**config.mk**
```make
export PLATFORM = sky130hd
export DESIGN_NAME = projection_border_writer
export DESIGN_NICKNAME = d
export VERILOG_FILES = /design/src/rtl/projection_border_writer_pkg.sv /design/src/rtl/projection_border_writer_segment_scanner.sv /design/src/rtl/projection_border_writer.sv
export SDC_FILE = /design/constraint.sdc
export NUM_CORES = 2
export LEC_CHECK = 0
export ABC_AREA = 1
export ABC_CLOCK_PERIOD_IN_PS = 5160
export CAP_MARGIN = 20
export CORE_UTILIZATION = 55
export CTS_CLUSTER_SIZE = 30
export DETAILED_ROUTE_END_ITERATION = 8
export GPL_TIMING_DRIVEN = 0
export PLACE_DENSITY_LB_ADDON = 0.3
export SLEW_MARGIN = 20
export SYNTH_ARGS = -nofsm -noshare
export SYNTH_HDL_FRONTEND = slang
export SYNTH_SLANG_ARGS = --single-unit
```
**constraint.sdc**
```tcl
create_clock -name clk -period 5.16 [get_ports clk]
set_clock_uncertainty 0.05 [all_clocks]
set_input_delay 0.774 -clock clk [delete_from_list [all_inputs] [get_ports clk]]
set_output_delay 0.774 -clock clk [all_outputs]
set_load 0.005 [all_outputs]
```
**src/rtl/projection_border_writer_pkg.sv**
```systemverilog
// Shared types and constants for the projection border writer and its scanners.
// Holds the border RAM address width, the lo/hi address map and frame phase codes.
// No logic; pure declarations and two tiny address helpers.
package projection_border_writer_pkg;

    localparam int ADDR_W = 11;
    localparam int CNT_W  = 4;

    // Frame phases driven on frame_cnt.
    localparam logic [1:0] PH_CAPTURE = 2'd0;
    localparam logic [1:0] PH_HOLD    = 2'd1;
    localparam logic [1:0] PH_RECOG   = 2'd2;

    typedef enum logic [1:0] {
        SC_IDLE,
        SC_SCAN,
        SC_WR_HI
    } scan_state_e;

    typedef enum logic [1:0] {
        ST_IDLE,
        ST_SCAN_X,
        ST_SCAN_Y,
        ST_DONE
    } top_state_e;

    // Segment k keeps its low border at 2k and its high border at 2k+1.
    function automatic logic [ADDR_W-1:0] lo_addr(input logic [CNT_W-1:0] k);
        return {{(ADDR_W-CNT_W-1){1'b0}}, k, 1'b0};
    endfunction

    function automatic logic [ADDR_W-1:0] hi_addr(input logic [CNT_W-1:0] k);
        return {{(ADDR_W-CNT_W-1){1'b0}}, k, 1'b1};
    endfunction

endpackage

```
**src/rtl/projection_border_writer_segment_scanner.sv**
```systemverilog
// Walks a hit vector one index per cycle and writes lo/hi border pairs of each foreground run.
// Latency: N cycles plus one extra cycle per stored segment; done pulses in the final cycle.
// No backpressure: the write port is a bare strobe, the scan pauses one cycle per hi write.
// Ports: start (1-cycle kick from IDLE), hit vector in; wr_en/wr_addr/wr_data, done, seg_cnt, ovf out.
module projection_border_writer_segment_scanner
    import projection_border_writer_pkg::*;
#(
    parameter int N       = 480,
    parameter int MAX_SEG = 1,
    parameter int MIN_SEG = 2
) (
    input  logic              clk,
    input  logic              rst_n,
    input  logic              start,
    input  logic [N-1:0]      hit,
    output logic              wr_en,
    output logic [ADDR_W-1:0] wr_addr,
    output logic [ADDR_W-1:0] wr_data,
    output logic              done,
    output logic [CNT_W-1:0]  seg_cnt,
    output logic              ovf
);

    localparam int IW = (N > 1) ? $clog2(N) : 1;

    scan_state_e       st_q, st_d;
    logic [IW-1:0]     idx_q, idx_d;
    logic              in_seg_q, in_seg_d;
    logic [ADDR_W-1:0] lo_q, lo_d;
    logic [ADDR_W-1:0] hi_q, hi_d;
    logic [CNT_W-1:0]  cnt_q, cnt_d;

    logic              cur;
    logic              last;
    logic              close;
    logic              go_wr;
    logic [ADDR_W-1:0] close_hi;
    logic [ADDR_W-1:0] seg_len;

    always_ff @(posedge clk or negedge rst_n) begin
        if (!rst_n) begin
            st_q     <= SC_IDLE;
            idx_q    <= '0;
            in_seg_q <= 1'b0;
            lo_q     <= '0;
            hi_q     <= '0;
            cnt_q    <= '0;
        end else begin
            st_q     <= st_d;
            idx_q    <= idx_d;
            in_seg_q <= in_seg_d;
            lo_q     <= lo_d;
            hi_q     <= hi_d;
            cnt_q    <= cnt_d;
        end
    end

    always_comb begin
        st_d     = st_q;
        idx_d    = idx_q;
        in_seg_d = in_seg_q;
        lo_d     = lo_q;
        hi_d     = hi_q;
        cnt_d    = cnt_q;
        wr_en    = 1'b0;
        wr_addr  = '0;
        wr_data  = '0;
        done     = 1'b0;
        ovf      = 1'b0;
        cur      = hit[idx_q];
        last     = (idx_q == IW'(N - 1));
        close    = 1'b0;
        go_wr    = 1'b0;
        close_hi = '0;
        seg_len  = '0;

        case (st_q)
            SC_IDLE: begin
                if (start) begin
                    st_d     = SC_SCAN;
                    idx_d    = '0;
                    in_seg_d = 1'b0;
                    cnt_d    = '0;
                end
            end

            SC_SCAN: begin
                if (!in_seg_q && cur) begin
                    lo_d     = ADDR_W'(idx_q);
                    in_seg_d = 1'b1;
                end else if (in_seg_q && !cur) begin
                    close    = 1'b1;
                    close_hi = ADDR_W'(idx_q) - 1'b1;
                end else if (in_seg_q && cur && last) begin
                    // Run touches the far edge of the axis: close it at the last index.
                    close    = 1'b1;
                    close_hi = ADDR_W'(idx_q);
                end

                if (close) begin
                    in_seg_d = 1'b0;
                    hi_d     = close_hi;
                    seg_len  = close_hi - lo_q + 1'b1;
                    if (seg_len >= ADDR_W'(MIN_SEG)) begin
                        if (cnt_q < CNT_W'(MAX_SEG)) begin
                            wr_en   = 1'b1;
                            wr_addr = lo_addr(cnt_q);
                            wr_data = lo_q;
                            go_wr   = 1'b1;
                        end else begin
                            ovf = 1'b1;
                        end
                    end
                end

                if (go_wr) begin
                    st_d = SC_WR_HI;
                end else if (last) begin
                    st_d = SC_IDLE;
                    done = 1'b1;
                end else begin
                    idx_d = idx_q + 1'b1;
                end
            end

            SC_WR_HI: begin
                wr_en   = 1'b1;
                wr_addr = hi_addr(cnt_q);
                wr_data = hi_q;
                cnt_d   = cnt_q + 1'b1;
                if (last) begin
                    st_d = SC_IDLE;
                    done = 1'b1;
                end else begin
                    st_d  = SC_SCAN;
                    idx_d = idx_q + 1'b1;
                end
            end

            default: st_d = SC_IDLE;
        endcase
    end

    assign seg_cnt = cnt_q;

endmodule

```
**src/rtl/projection_border_writer.sv**
```systemverilog
// Captures foreground x/y hits in frame 0, then scans both axes and writes border pairs to the RAMs.
// Latency: frame_done(0->1) to project_done_flag is at most H_PIXEL+V_PIXEL+MAX_ROW+MAX_COL+2 cycles.
// No backpressure: pixels are sampled every valid cycle, RAM writes are fire-and-forget strobes.
// Ports: pixel stream + frame_done in; row/col RAM write ports, frame_cnt, flag, counts, overflow out.
module projection_border_writer
    import projection_border_writer_pkg::*;
#(
    parameter int   H_PIXEL  = 480,
    parameter int   V_PIXEL  = 272,
    parameter int   MAX_ROW  = 1,
    parameter int   MAX_COL  = 4,
    parameter int   MIN_SEG  = 2,
    parameter logic FG_LEVEL = 1'b0
) (
    input  logic              clk,
    input  logic              rst_n,
    input  logic              pix_valid,
    input  logic              monoc,
    input  logic [10:0]       xpos,
    input  logic [10:0]       ypos,
    input  logic              frame_done,
    output logic              row_wr_en,
    output logic [ADDR_W-1:0] row_wr_addr,
    output logic [ADDR_W-1:0] row_wr_data,
    output logic              col_wr_en,
    output logic [ADDR_W-1:0] col_wr_addr,
    output logic [ADDR_W-1:0] col_wr_data,
    output logic [1:0]        frame_cnt,
    output logic              project_done_flag,
    output logic [3:0]        num_row,
    output logic [3:0]        num_col,
    output logic              overflow
);

    localparam int XW = $clog2(H_PIXEL);
    localparam int YW = $clog2(V_PIXEL);

    top_state_e          st_q, st_d;
    logic [H_PIXEL-1:0]  xhit_q, xhit_d;
    logic [V_PIXEL-1:0]  yhit_q, yhit_d;
    logic [1:0]          frame_cnt_q, frame_cnt_d;
    logic                cap_en_q, cap_en_d;
    logic                flag_q, flag_d;
    logic [3:0]          num_row_q, num_row_d;
    logic [3:0]          num_col_q, num_col_d;
    logic                ovf_q, ovf_d;

    logic                x_start, y_start;
    logic                x_done, y_done;
    logic                x_ovf, y_ovf;
    logic [CNT_W-1:0]    x_cnt, y_cnt;

    always_ff @(posedge clk or negedge rst_n) begin
        if (!rst_n) begin
            st_q        <= ST_IDLE;
            xhit_q      <= '0;
            yhit_q      <= '0;
            frame_cnt_q <= PH_CAPTURE;
            cap_en_q    <= 1'b1;
            flag_q      <= 1'b0;
            num_row_q   <= '0;
            num_col_q   <= '0;
            ovf_q       <= 1'b0;
        end else begin
            st_q        <= st_d;
            xhit_q      <= xhit_d;
            yhit_q      <= yhit_d;
            frame_cnt_q <= frame_cnt_d;
            cap_en_q    <= cap_en_d;
            flag_q      <= flag_d;
            num_row_q   <= num_row_d;
            num_col_q   <= num_col_d;
            ovf_q       <= ovf_d;
        end
    end

    always_comb begin
        st_d        = st_q;
        xhit_d      = xhit_q;
        yhit_d      = yhit_q;
        frame_cnt_d = frame_cnt_q;
        cap_en_d    = cap_en_q;
        flag_d      = flag_q;
        num_row_d   = num_row_q;
        num_col_d   = num_col_q;
        ovf_d       = ovf_q | x_ovf | y_ovf;
        x_start     = 1'b0;

        // Hit capture only in an accepted frame 0; each axis is range-checked on its own.
        if (frame_cnt_q == PH_CAPTURE && cap_en_q && pix_valid && monoc == FG_LEVEL) begin
            if (xpos < 11'(H_PIXEL)) xhit_d[xpos[XW-1:0]] = 1'b1;
            if (ypos < 11'(V_PIXEL)) yhit_d[ypos[YW-1:0]] = 1'b1;
        end

        if (frame_done) begin
            if (frame_cnt_q == PH_RECOG) begin
                frame_cnt_d = PH_CAPTURE;
                // A scan still running owns the hit vectors and flags, so the new frame is skipped.
                if (st_q == ST_IDLE) begin
                    cap_en_d  = 1'b1;
                    xhit_d    = '0;
                    yhit_d    = '0;
                    flag_d    = 1'b0;
                    num_row_d = '0;
                    num_col_d = '0;
                    ovf_d     = 1'b0;
                end else begin
                    cap_en_d  = 1'b0;
                end
            end else begin
                frame_cnt_d = frame_cnt_q + 1'b1;
            end
        end

        case (st_q)
            ST_IDLE: begin
                if (frame_done && frame_cnt_q == PH_CAPTURE && cap_en_q) begin
                    x_start = 1'b1;
                    st_d    = ST_SCAN_X;
                end
            end
            ST_SCAN_X: if (x_done) st_d = ST_SCAN_Y;
            ST_SCAN_Y: if (y_done) st_d = ST_DONE;
            ST_DONE: begin
                num_row_d = x_cnt;
                num_col_d = y_cnt;
                flag_d    = 1'b1;
                st_d      = ST_IDLE;
            end
            default: st_d = ST_IDLE;
        endcase
    end

    // The Y walk starts straight off the X scanner's final cycle.
    assign y_start = (st_q == ST_SCAN_X) && x_done;

    projection_border_writer_segment_scanner #(
        .N       (H_PIXEL),
        .MAX_SEG (MAX_ROW),
        .MIN_SEG (MIN_SEG)
    ) u_scan_x (
        .clk     (clk),
        .rst_n   (rst_n),
        .start   (x_start),
        .hit     (xhit_q),
        .wr_en   (row_wr_en),
        .wr_addr (row_wr_addr),
        .wr_data (row_wr_data),
        .done    (x_done),
        .seg_cnt (x_cnt),
        .ovf     (x_ovf)
    );

    projection_border_writer_segment_scanner #(
        .N       (V_PIXEL),
        .MAX_SEG (MAX_COL),
        .MIN_SEG (MIN_SEG)
    ) u_scan_y (
        .clk     (clk),
        .rst_n   (rst_n),
        .start   (y_start),
        .hit     (yhit_q),
        .wr_en   (col_wr_en),
        .wr_addr (col_wr_addr),
        .wr_data (col_wr_data),
        .done    (y_done),
        .seg_cnt (y_cnt),
        .ovf     (y_ovf)
    );

    assign frame_cnt         = frame_cnt_q;
    assign project_done_flag = flag_q;
    assign num_row           = num_row_q;
    assign num_col           = num_col_q;
    assign overflow          = ovf_q;

endmodule
```
==> results.md <==
- Share of cells above drive strength 1: 0.127
- # rows: 101
- Fin util: 0.670
- Synthesis-stage register bit count: 837
- YS warnings: 0
- DP Area: 44600 µm²
- Num CTS Buffers: 90
- Drt first pass iters: 9
- Worst slew pin tran: 1.34 ns
- Critical path type: reg2out
- # port buffers: between 70 and 80
- Layout area overhead: 20.5%
- Seq/Total Area, Yosys: 0.496
- Final Hold Fails: 16
- Reg2reg path depth: 37
- Mean routed wirelength per cell: 25.7 µm
- Hpwl dp: 118000 µm
- Max IR drop VDD: 0.000247 V
- DR vias/cell: a little over 6
- Fin Hold WS: -0.0512 ns
- Failing checks: negative hold slack, negative setup slack
- Setup violators final: 54
- Minimum clock period after layout: 6.89 ns
- Status: finished with violations
- Crit-path max cell delay: between 0.4 and 0.5 ns
- Most area-consuming cells after synthesis: dfrtp_1, nand2_1, nor2_1, a21oi_1, inv_1
- Clk slew on worst S/H paths: 0.06 ns
- Synth Flop Type: dfrtp_1
- Post-route ant nets: 0
- Post-synth top area cell: dfrtp_1
- Slew HR: 0.105
- CTS Buffer Depth: 3
- Slowest CP cell: dfrtp_2
- P_leak: around 25 nW
- Final worst slack: -1.73 ns
- Max-Cap Viols: 0
- Initial Utilization: 0.557
- Total grt overflow: 0
- Largest net degree at the start of global routing: 136
- Reg-to-Reg Start: u_scan_x.idx_q[0]$_DFFE_PN0P_
- RSZ-0062 raised after global routing: true
- Die area: between 70000 and 80000 µm²
- Max Slew Vio Count: 0
- Critical Path Start Type: register
- Yosys top cell area share: 0.495
- Max Clock Freq: around 0.15 GHz
- Synth Instances: 5673
- Via count: roughly 44000
- Gpl congestion: around 1.0
- Total GRT Usage: 0.458
- Ports: 85
- First-pass GRT wire length: between 200000 and 300000 µm
- DRC Markers: 0
- Setup crit end kind: output port
- Final #Nets: 6042
- DRT iter0 DRCs: roughly 7000
- CP Data Arrival Time: about 6 ns
- Power Dens Cells: 439 nW/µm²
- Vias in the first global route: ~40000
- Max FO, Critical Path: 10
- Worst setup path endpoint: row_wr_data[7]
- Initial antenna violation count: 6
- Core area: around 76000 µm²
- CTS sink cnt: approximately 840
- Post-synth cell types: between 40 and 50
- Launch point of the worst path: u_scan_x.idx_q[0]$_DFFE_PN0P_
- Leading cell type in the layout, fill and taps excluded: nand2_1
- H-Tree Depth: 3
- Worst-Skew Late Latency: 0.68 ns
- Part of the cycle the worst path needs: 1.33
- Flop-to-flop setup slack: -0.54 ns
- Post-synth EDFFs: 0
- # fillers: between 6000 and 7000
- Routed Wire Length: around 180000 µm
- CTS tree: built
- DIE WIDTH: roughly 280 µm
- Die Y-Extent: 279 µm
- CTS Root Cell: clkbuf_16
- Syn Std Cell Area: 42300 µm²
- Reg-to-Reg End: u_scan_y.st_q[1]$_DFFE_PN0P_
- Placement Setup Slack: -2.25 ns
- Syn avg cell area: approximately 7.5 µm²
- Most frequent cells in the layout: nand2_1, nor2_1, dfrtp_1
- CP required: 4.34 ns
- Hold crit path type: in2async
- Post-route cell area: slightly above 50000 µm²
- Async SR Flop Fraction: 1.00
## worst min path at each step
stage / endpoint / slack [ns] / depth (start not counted)
after floorplan: u_scan_x.lo_q[0]$_DFFE_PN0P_ / 0.40 / 2
after global placement: xhit_q[373]$_DFF_PN0_ / 0.42 / 2
after detailed placement: u_scan_x.lo_q[5]$_DFFE_PN0P_ / 0.42 / 2
after CTS: yhit_q[154]$_DFF_PN0_ / 0.03 / 1
after global routing: yhit_q[155]$_DFF_PN0_ / 0.02 / 1
final: yhit_q[155]$_DFF_PN0_ / -0.05 / 1
## cell type report
type	count	area, µm²	area share
clock buffers	136	2690	0.0528
clock inverters	27	279	0.00548
flip-flops and latches	837	21000	0.411
inverters	468	1800	0.0353
multi-input cells	4006	19100	0.375
plain buffers	373	2780	0.0547
repair inverters	1	5.00	0.0000983
repair buffers	181	2010	0.0395
well taps	1030	1290	0.0253
diodes	8	20.0	0.000393
## registers in the layout, summed over array words and instances, names as in the netlist, 2 cells and up
name              flops
frame_cnt             2
num_col               4
num_row               4
st_q                  2
u_scan_x.hi_q        10
u_scan_x.idx_q        9
u_scan_x.lo_q         9
u_scan_x.seg_cnt      4
u_scan_x.st_q         2
u_scan_y.hi_q        10
u_scan_y.idx_q        9
u_scan_y.lo_q         9
u_scan_y.seg_cnt      4
u_scan_y.st_q         2
xhit_q              480
yhit_q              272
## critical path, delay by kind of cell (launching register included)
| family | cells | cell delay (ns) |
|---|---|---|
| simple gates | 18 | 1.75 |
| buf+inv | 9 | 1.24 |
| compound gates | 7 | 1.08 |
| fa+ha+maj | 2 | 0.64 |
| flops | 1 | 0.46 |
| xor+xnor | 1 | 0.18 |
## cell families after synthesis
logic type | count (synthesis) | synth area share
AO/OA/AOI/OAI | 1158 | 0.141
XOR/XNOR | 33 | 0.00684
adder cells (fa/ha/maj) | 57 | 0.0172
buffers and inverters | 842 | 0.0844
flip-flops | 837 | 0.496
other | 1 | 0.0000887
AND/OR/NAND/NOR | 2745 | 0.255
## cell usage after synthesis (5+ instances only)
cell / n
nand2_1: 1330
nor2_1: 1174
dfrtp_1: 836
a21oi_1: 783
inv_1: 450
o21ai_0: 225
clkbuf_1: 211
nand3_1: 143
buf_2: 94
o21ai_1: 79
ha_1: 55
nand4_1: 38
buf_4: 35
xor2_1: 28
o211ai_1: 24
nor3_1: 23
buf_6: 21
o22ai_1: 18
buf_1: 13
inv_2: 11
clkinv_1: 7
o31ai_1: 7
or2_2: 6
nor3_2: 5
o21a_1: 5
o21ai_2: 5
xnor2_1: 5
## metrics by stage
step	hold WS [ns]	instances	TNS (ns)	power, mW
after floorplan	0.403	5684	0	11.8
final	-0.0512	7067	-52.16	22.4
after global placement	0.417	6785	-	14.2
after global routing	0.0180	7060	-62.07	23.1
after CTS	0.0284	7029	-40.57	21.5
after detailed placement	0.425	6795	-80.90	14.2
## power by group
group	total [mW]	internal, mW	leakage [nW]	switching [mW]
Sequential	7.76	7.45	11.4	0.303
Clock	6.66	3.80	1.47	2.86
Combinational	7.95	2.69	12.2	5.26
Total	22.4	13.9	25.1	8.43
## routing by layer
metal | up-vias | routed length, µm | global-route usage | part of all wire
met4 | 4 | 10600 | 0.219 | 0.058
met1 | 20700 | 68000 | 0.622 | 0.37
met2 | 3683 | 71600 | 0.620 | 0.39
met3 | 743 | 31200 | 0.200 | 0.17
li1 | 18500 | - | - | -
met5 | - | 127 | 0.0106 | 0.00070
## timing repair
action / in CTS / in global routing
hold buffers: 0 / 0
gates resized for setup: 588 / 212
endpoints found under the hold margin: 0 / 0
cloned: 14 / 8
pin swaps: 72 / 89
buffers inserted: 59 / 25
endpoints found under the setup margin: 54 / 54
(Power assumes the default switching activity.)
